**src/rtl/ds18b20_pkg.sv**
```systemverilog
// Shared state encodings and raw-value limits
// for the DS18B20 temperature poller.
package ds18b20_pkg;

    typedef enum logic [2:0] {
        IDLE,
        START,
        WAIT,
        CONV,
        HUND,
        TENS,
        OUT
    } pollState_t;

    typedef enum logic [1:0] {
        BCD_IDLE,
        BCD_HUND,
        BCD_TENS
    } bcdPhase_t;

    localparam logic [15:0] DS_POR_RAW = 16'h0550;
    localparam logic [15:0] DS_MIN_RAW = 16'hFC90;
    localparam logic [15:0] DS_MAX_RAW = 16'h07D0;

    // Low 11 bits of |raw|; upper bits never matter inside the legal range.
    function automatic logic [10:0] dsMagnitude(
        input logic       neg,
        input logic [10:0] bits
    );
        return neg ? (~bits + 11'd1) : bits;
    endfunction

    function automatic logic [3:0] dsTenths(input logic [3:0] frac);
        return 4'(({4'd0, frac} * 8'd10) >> 4);
    endfunction

endpackage

```
**src/rtl/ds18b20_temp_poller_bcd.sv**
```systemverilog
// Iterative hundreds/tens/units split of a 7-bit integer
// by repeated subtraction, one step per cycle.
module ds_bcd_digits
    import ds18b20_pkg::*;
(
    input  logic       CLK_10MHZ,
    input  logic       reset,
    input  logic       start,
    input  logic [6:0] intPart,
    output logic       hundreds,
    output logic [3:0] tens,
    output logic [3:0] units,
    output logic       done
);

    bcdPhase_t  phase;
    bcdPhase_t  phaseNext;
    logic [6:0] rem;
    logic [6:0] remNext;
    logic       hundNext;
    logic [3:0] tensNext;

    always_ff @(posedge CLK_10MHZ) begin
        if (reset) begin
            phase    <= BCD_IDLE;
            rem      <= 7'd0;
            hundreds <= 1'b0;
            tens     <= 4'd0;
        end else begin
            phase    <= phaseNext;
            rem      <= remNext;
            hundreds <= hundNext;
            tens     <= tensNext;
        end
    end

    always_comb begin
        phaseNext = phase;
        remNext   = rem;
        hundNext  = hundreds;
        tensNext  = tens;
        if (start) begin
            phaseNext = BCD_HUND;
            remNext   = intPart;
            hundNext  = 1'b0;
            tensNext  = 4'd0;
        end else begin
            unique case (phase)
                BCD_HUND: begin
                    if (rem >= 7'd100) begin
                        hundNext = 1'b1;
                        remNext  = rem - 7'd100;
                    end
                    phaseNext = BCD_TENS;
                end
                BCD_TENS: begin
                    if (rem >= 7'd10) begin
                        tensNext = tens + 4'd1;
                        remNext  = rem - 7'd10;
                    end else begin
                        phaseNext = BCD_IDLE;
                    end
                end
                default: ;
            endcase
        end
    end

    assign units = rem[3:0];
    assign done  = (phase == BCD_TENS) && (rem < 7'd10);

endmodule

```
**src/rtl/ds18b20_temp_poller.sv**
```systemverilog
// Periodic DS18B20 poll: start pulse, wait for the reading,
// validate it and hold the last good value as sign + BCD digits.
module ds18b20_temp_poller
    import ds18b20_pkg::*;
#(
    parameter int          POLL_PERIOD = 10_000_000,
    parameter int          TIMEOUT     = 12_000_000,
    parameter logic [15:0] MIN_RAW     = DS_MIN_RAW,
    parameter logic [15:0] MAX_RAW     = DS_MAX_RAW
) (
    input  logic        CLK_10MHZ,
    input  logic        reset,
    input  logic        enable,
    output logic        start,
    input  logic [15:0] temperature,
    input  logic        temp_strobe,
    output logic [15:0] temp_raw,
    output logic        temp_sign,
    output logic        temp_hundreds,
    output logic [3:0]  temp_tens,
    output logic [3:0]  temp_units,
    output logic [3:0]  temp_tenths,
    output logic        temp_valid,
    output logic        temp_update,
    output logic        timeout_err,
    output logic        range_err
);

    localparam int PW = (POLL_PERIOD > 1) ? $clog2(POLL_PERIOD) : 1;
    localparam int TW = (TIMEOUT > 1) ? $clog2(TIMEOUT) : 1;
    localparam logic [PW-1:0] POLL_LAST = PW'(POLL_PERIOD - 1);
    localparam logic [TW-1:0] WAIT_LAST = TW'(TIMEOUT - 1);

    pollState_t    state;
    pollState_t    stateNext;
    logic [PW-1:0] pollCnt;
    logic [TW-1:0] waitCnt;
    logic [15:0]   rawQ;
    logic          porSeen;
    logic [10:0]   mag;
    logic          outOfRange;
    logic          isPorValue;
    logic          bcdStart;
    logic          bcdDone;
    logic          bcdHund;
    logic [3:0]    bcdTens;
    logic [3:0]    bcdUnits;
    logic          setTimeout;
    logic          setRange;
    logic          setPor;
    logic          loadOut;

    assign mag        = dsMagnitude(rawQ[15], rawQ[10:0]);
    assign outOfRange = ($signed(rawQ) < $signed(MIN_RAW))
                     || ($signed(rawQ) > $signed(MAX_RAW));
    assign isPorValue = (rawQ == DS_POR_RAW) && !porSeen;
    assign start       = (state == START);
    assign temp_update = (state == OUT);

    ds_bcd_digits uBcd (
        .CLK_10MHZ (CLK_10MHZ),
        .reset     (reset),
        .start     (bcdStart),
        .intPart   (mag[10:4]),
        .hundreds  (bcdHund),
        .tens      (bcdTens),
        .units     (bcdUnits),
        .done      (bcdDone)
    );

    always_comb begin
        stateNext  = state;
        bcdStart   = 1'b0;
        setTimeout = 1'b0;
        setRange   = 1'b0;
        setPor     = 1'b0;
        loadOut    = 1'b0;
        unique case (state)
            IDLE: begin
                if (enable && (pollCnt == POLL_LAST)) begin
                    stateNext = START;
                end
            end
            START: stateNext = WAIT;
            WAIT: begin
                if (temp_strobe) begin
                    stateNext = CONV;
                end else if (waitCnt == WAIT_LAST) begin
                    setTimeout = 1'b1;
                    stateNext  = IDLE;
                end
            end
            CONV: begin
                if (outOfRange) begin
                    setRange  = 1'b1;
                    stateNext = IDLE;
                end else if (isPorValue) begin
                    // Power-on default word: drop it silently once.
                    setPor    = 1'b1;
                    stateNext = IDLE;
                end else begin
                    bcdStart  = 1'b1;
                    stateNext = HUND;
                end
            end
            HUND: stateNext = TENS;
            TENS: begin
                if (bcdDone) begin
                    loadOut   = 1'b1;
                    stateNext = OUT;
                end
            end
            OUT: stateNext = IDLE;
            default: stateNext = IDLE;
        endcase
    end

    always_ff @(posedge CLK_10MHZ) begin
        if (reset) begin
            state         <= IDLE;
            pollCnt       <= '0;
            waitCnt       <= '0;
            rawQ          <= 16'd0;
            porSeen       <= 1'b0;
            temp_raw      <= 16'd0;
            temp_sign     <= 1'b0;
            temp_hundreds <= 1'b0;
            temp_tens     <= 4'd0;
            temp_units    <= 4'd0;
            temp_tenths   <= 4'd0;
            temp_valid    <= 1'b0;
            timeout_err   <= 1'b0;
            range_err     <= 1'b0;
        end else begin
            state <= stateNext;

            if ((state != IDLE) || !enable) begin
                pollCnt <= '0;
            end else if (pollCnt != POLL_LAST) begin
                pollCnt <= pollCnt + 1'b1;
            end

            if (state != WAIT) begin
                waitCnt <= '0;
            end else if (waitCnt != WAIT_LAST) begin
                waitCnt <= waitCnt + 1'b1;
            end

            if ((state == WAIT) && temp_strobe) begin
                rawQ <= temperature;
            end

            if (setPor) begin
                porSeen <= 1'b1;
            end
            if (setTimeout) begin
                timeout_err <= 1'b1;
            end
            if (setRange) begin
                range_err <= 1'b1;
            end

            // Digits land together with the OUT cycle that pulses temp_update.
            if (loadOut) begin
                temp_raw      <= rawQ;
                temp_sign     <= rawQ[15];
                temp_hundreds <= bcdHund;
                temp_tens     <= bcdTens;
                temp_units    <= bcdUnits;
                temp_tenths   <= dsTenths(mag[3:0]);
                temp_valid    <= 1'b1;
                timeout_err   <= 1'b0;
                range_err     <= 1'b0;
            end
        end
    end

endmodule

```
**config.mk**
```make
export PLATFORM = sky130hd
export DESIGN_NAME = ds18b20_temp_poller
export DESIGN_NICKNAME = d
export VERILOG_FILES = /design/src/rtl/ds18b20_pkg.sv /design/src/rtl/ds18b20_temp_poller_bcd.sv /design/src/rtl/ds18b20_temp_poller.sv
export SDC_FILE = /design/constraint.sdc
export NUM_CORES = 1
export LEC_CHECK = 0
export ABC_CLOCK_PERIOD_IN_PS = 7220
export BUFFER_PORTS_ARGS = -buffer_cell sky130_fd_sc_hd__buf_2
export CAP_MARGIN = 20
export CORE_AREA = 4 4 122 78
export CTS_BUF_LIST = sky130_fd_sc_hd__clkbuf_2
export CTS_CLUSTER_DIAMETER = 50
export CTS_CLUSTER_SIZE = 14
export DETAILED_ROUTE_END_ITERATION = 10
export DIE_AREA = 0 0 126 82
export PLACE_DENSITY = 0.91
export SLEW_MARGIN = 0
export SYNTH_ARGS = -nofsm -noshare
export SYNTH_HDL_FRONTEND = slang
export SYNTH_HIERARCHICAL = 1
export SYNTH_SLANG_ARGS = --single-unit
export TNS_END_PERCENT = 50
```
**constraint.sdc**
```tcl
create_clock -name CLK_10MHZ -period 7.22 [get_ports CLK_10MHZ]
set_input_delay 0.361 -clock CLK_10MHZ [delete_from_list [all_inputs] [get_ports CLK_10MHZ]]
set_output_delay 0.361 -clock CLK_10MHZ [all_outputs]
set_load 0.02 [all_outputs]
```
## Word-level counts from Yosys, hierarchy flattened

Index checks and enable logic that the tools add are counted.

- Word-level logic and storage cells: 103
- Bits in latches: 0
- ROM bits: 0
- RAM bits: 0
- Input port bits: 20
- Output and inout bits: 35
- Bits in registers: 115
- Memories kept: 0

- Bitwise operators: 1
- Multipliers: 1
- Equality and inequality tests: 21
- $add $sub $neg: 6
- Multiplexer cells: 28
- Shifts and indexed selects: 0
- $lt $le $gt $ge: 5
- Divide/modulo/power cells: 0
- Reductions and logical operators: 22

Operators by type and width:

| operator | count |
|---|---|
| $add 24x1->24 const B | 2 |
| $eq 24x24->1 const B | 2 |
| $ne 24x24->1 const B | 2 |
| $mux 7 | 3 |
| $mux 3 | 6 |
| $pmux 3 s6 | 1 |
| $eq 16x11->1 const B | 1 |
| $gt 16x12->1 const B | 1 |
| $lt 16x11->1 const B | 1 |
| $mux 1 | 14 |
| $pmux 7 s2 | 1 |
| $add 11x1->11 const B | 1 |
| $mux 11 | 1 |
| $not 11->11 | 1 |
| $eq 3x3->1 const B | 3 |
| $ne 3x2->1 const B | 3 |
| $reduce_and 2->1 | 4 |
| $reduce_or 2->1 | 4 |
| $ge 7x4->1 const B | 1 |
| $ge 7x7->1 const B | 1 |
| $lt 7x4->1 const B | 1 |
| $mul 4x3->7 const B | 1 |
| $sub 7x4->7 const B | 1 |
| $sub 7x7->7 const B | 1 |
| other kinds (16) | 27 |

## Logic depth before layout (Yosys ltp)

- Depth after elaboration: 7
- Depth in mapped cells: 10
- Mapped depth without buffers: 10

## Cells and area by module

The synthesis kept the hierarchy.

Modules (own cells, without submodules):

| module | cells each | area each (µm²) | times used | sequential area each (µm²) |
|---|---|---|---|---|
| ds18b20_temp_poller | 561 | 4,541.9 | 1 | 2,001.9 |
| ds_bcd_digits | 100 | 874.6 | 1 | 280.3 |

## Worst setup path before layout

Ideal clock, no wire load.

- Path kind: reg-to-reg
- Start point: register rawQ[1]
- End point: register uBcd.rem[2]
- Setup time: 134 ps
- Required time: 7,086 ps
- Buffers on the path: 2
- Arrival time: 2,335 ps
- Stages on the path, launching flop included: 11
- Clock period less this slack: 2,469 ps
- Path slack: 4,751 ps
- Cells stage by stage: dfxtp_1 inv_1 ha_1 or3b_4 or4_4 nor4_4 nor3_2 clkbuf_1 buf_1 a211oi_1 a211oi_1

- Word-level cells in the longest chain between the ends: 7
- Elaborated cells on any way between the ends: 16
- Those cells by class: add/sub: 1; order compare: 2; eq/ne: 3; mux: 5; bitwise: 1; reduce/logical: 4

Ends and longest elaborated chain:

| item | RTL line | text |
|---|---|---|
| start: declaration | ds18b20_temp_poller.sv:38 | `logic [15:0] rawQ;` |
| start signal: assignment | ds18b20_temp_poller.sv:150 | `rawQ <= temperature;` |
| branches (longest 3 deep; another with $lt 16x11->1) | -- |  |
| $mux 1 * | ds18b20_temp_poller.sv:94 | `if (outOfRange) begin` |
| $mux 1 * | ds18b20_temp_poller.sv:78 | `unique case (state)` |
| named net bcdStart | ds18b20_temp_poller.sv:43 | `logic bcdStart;` |
| $ne 3x2->1 (no source line) / $reduce_bool 3->1 (equally long branches) | -- |  |
| $reduce_and 3->1 (no source line) | -- |  |
| end signal: assignment | ds18b20_temp_poller_bcd.sv:31 | `rem <= remNext;` |
| end: declaration | ds18b20_temp_poller_bcd.sv:18 | `logic [6:0] rem;` |

Mark *: on every way through the listed nets, which the timed path passes.
A chain may end at the register's enable or synchronous reset.

## Final worst setup path

- Start point: register rawQ[15]
- End point: register uBcd.rem[5]

The elaborated chain is that of the path after synthesis.

==> run metrics <==
Period minus WS final 2.78 ns; CP max-delay cell or4_4; Final Util 73.8%; Yosys cell types 66; Fin. Hold Viols 0; syn_nets 694; FP Rows 26; outcome completed; Ports 55; RSZ-0062 raised after global routing false; wl on met1 5980 um; Post-Synthesis Cell Area 5420 sq um; synth warn 6; Leak 2.32 nW; CTS HTree Levels 4; drt pass-1 iters 6; Finished Cell Area 6150 sq um; Vias 4881; worst slack at placement 4.20 ns; Reg power frac 53.0%; CP Launch Type register; PostCTS Resize Cnt 0; vias per inst 5.80; Max Fclk 359 MHz; power per standard cell area 199 nW/um^2; ANT nets after route 0; Synth Flop Type dfxtp_1; largest net degree at the start of global routing 71; Root Driver clkbuf_2; starting density of the core 65.0%; P_sw 0.295 mW; P&R area growth vs syn 13.5%; max incr delay on CP 0.57 ns; crit path capture type register; Yosys reg bits 114; Slew Viols, Final 0; Min-Delay Path Class in2reg; vias in the first global route 4534; Iter 0 DRT Violations 497; data arrival time of the critical path 3.36 ns; Total Routing Usage GR 25.0%; register clock-pin slew on the reported worst setup and hold paths 0.17 ns; PnR worst setup slack 4.44 ns; crit path max fanout 16; RD Place Congestion 0.893; Syn Inst Count 661; post-CTS setup buffer count 0; cell internal pwr 0.926 mW; total routed wirelength 13200 um; Clock power frac 41.7%; CTS buffer count 17; Die X-Extent 126 um; Slew @ Worst Pin 0.970 ns; Max VDD drop 0.132 mV; first-pass GRT wire length 20900 um; Final HPWL DP 8720 um; Syn Area/Cell 8.19 sq um; critical path, cell by cell or4_1 -> or4_4 -> nor4_4 -> nor3_2 -> buf_6 -> nor3_4 -> o21ba_2 -> o32ai_1; DRC viols 0; Slew Limit Headroom 34.4%; Die H 82 um; # nets final 749; CP Class reg2reg; clock skew 0.0303 ns; setup TNS 0 ns; sw frac 24.2%; top layer in use met4; initial antenna violation count 0; Wirelength per Cell 15.6 um; share of the clock period used by the worst path 38.6%; Port Buffers 54; worst-skew pair later-pin latency 0.67 ns; most frequent cells in the layout nand2_1, dfxtp_1, nor2_1, a21oi_1, buf_2; clock sinks 114; Antenna Cells 0; Max-cap violations 0; total gr overflow 0; Met3 Routed Length 950 um; number of synthesized flops with an enable pin 0; Seq/Total Area, Yosys 42.1%; clk buf depth 2; metal2 WL 6080 um; Core Area 8330 sq um; die area 10300 sq um; endpoints failing setup 0; most common cell after layout, fill and taps aside nand2_1; WP data required 7.79 ns; CTS tree done; fraction of final layout cells sized beyond drive strength 1 15.0%; ys async rst share 0%; combinational group share of total power 5.4%; DP Area 5670 sq um
==> metal layers <==
layer | up-vias | GRT usage (%)
met3 | 17 | 6.95
met2 | 212 | 41.0
met1 | 2272 | 32.5
met5 | - | 0
met4 | 0 | 7.92
li1 | 2380 | -
==> registers in the layout (all words and copies together), names as in the netlist <==
| name | cells |
|---|---|
| uBcd/phase | 2 |
| uBcd/hundreds | 1 |
| temp_units | 4 |
| rawQ | 16 |
| temp_tenths | 4 |
| temp_tens | 4 |
| timeout_err | 1 |
| waitCnt | 24 |
| pollCnt | 24 |
| uBcd/rem | 7 |
| temp_valid | 1 |
| temp_raw | 16 |
| porSeen | 1 |
| state | 3 |
| range_err | 1 |
| temp_hundreds | 1 |
| uBcd/tens | 4 |
==> cell type report <==
| cell class | count | area [sq um] |
|---|---|---|
| Multi-Input combinational cell | 484 | 2870 |
| Sequential cell | 114 | 2280 |
| Fill cell | 598 | 2180 |
| Timing Repair Buffer | 75 | 480 |
| Clock inverter | 12 | 188 |
| Tap cell | 112 | 140 |
| Clock buffer | 20 | 100 |
| Inverter | 24 | 90.1 |
==> final timing paths <==
path | startpoint | to | slack [ns] | cells after the start
worst max-delay path | rawQ[15] | uBcd/rem[5] | 4.44 | 8
worst min-delay path | temp_strobe | state[1] | 0.05 | 3
worst max register to register | rawQ[15] | uBcd/rem[5] | 4.44 | 8
worst min register to register | temp_units[2] | temp_units[2] | 0.46 | 2
==> kinds of logic (layout without fill, tap and decap cells) <==
group	Yosys count	after routing	share of synthesized area [%]
AOI/OAI and AO/OA	120	120	13.7
xor gates and xnor gates	46	46	7.44
adders and majority gates	13	13	3.14
buffers and inverters	63	131	4.90
DFF	114	114	42.1
muxes	7	7	1.32
and+or+nand+nor	298	298	27.4
==> through the flow <==
step           instances  hold slack, ns  power, mW
2_1_floorplan        661           0.432      0.699
3_3_place_gp         789           0.442      0.713
3_5_place_dp         790           0.444      0.717
4_1_cts              838          0.0139       1.22
5_1_grt              841          0.0131       1.26
6_report             841          0.0535       1.22
==> power groups by stage <==
stage | registers, mW | logic [mW] | clock network, mW
floorplan | 0.654 | 0.0452 | 0
global placement | 0.659 | 0.0546 | 0
CTS | 0.646 | 0.0644 | 0.509
finish | 0.647 | 0.0656 | 0.509
detailed placement | 0.659 | 0.0574 | 0
global route | 0.648 | 0.0716 | 0.539
==> cell usage after synthesis, types with 2 or more instances <==
master	instances	area, sq um
a211o_1	3	26.3
a211oi_1	9	67.6
a21oi_1	65	325
a311oi_1	3	26.3
a31oi_1	4	25.0
and3_1	7	43.8
and3b_1	2	17.5
and4_1	4	35.0
buf_1	2	7.51
buf_2	2	10.0
buf_4	5	37.5
clkbuf_1	29	109
dfxtp_1	114	2280
ha_1	12	150
inv_1	24	90.1
mux2i_1	6	60.1
nand2_1	119	447
nand2b_1	7	43.8
nand3_1	18	90.1
nand3b_1	2	15.0
nand4_1	13	81.3
nand4b_1	2	17.5
nor2_1	65	244
nor2b_1	5	31.3
nor3_1	14	70.1
nor3b_1	2	15.0
nor4_1	3	18.8
nor4_4	2	42.5
nor4b_1	3	26.3
o21a_1	2	15.0
o21ai_0	15	75.1
o31ai_1	3	22.5
o41ai_1	2	17.5
or3_1	13	81.3
or4_1	5	37.5
xnor2_1	19	166
xor2_1	27	236
==> worst max-delay path, delay by kind of cell, from the launching register on <==
kind | cells | cell delay (ns)
compound gates | 2 | 0.33
flops | 1 | 0.51
buf+inv | 1 | 0.19
simple gates | 5 | 1.67
==> repair_timing <==
| item | in CTS | in global routing |
|---|---|---|
| setup endpoints to repair | 0 | 0 |
| hold buffers | 16 | 0 |
| endpoints found under the hold margin | 16 | 0 |
(Power assumes the default switching activity.)
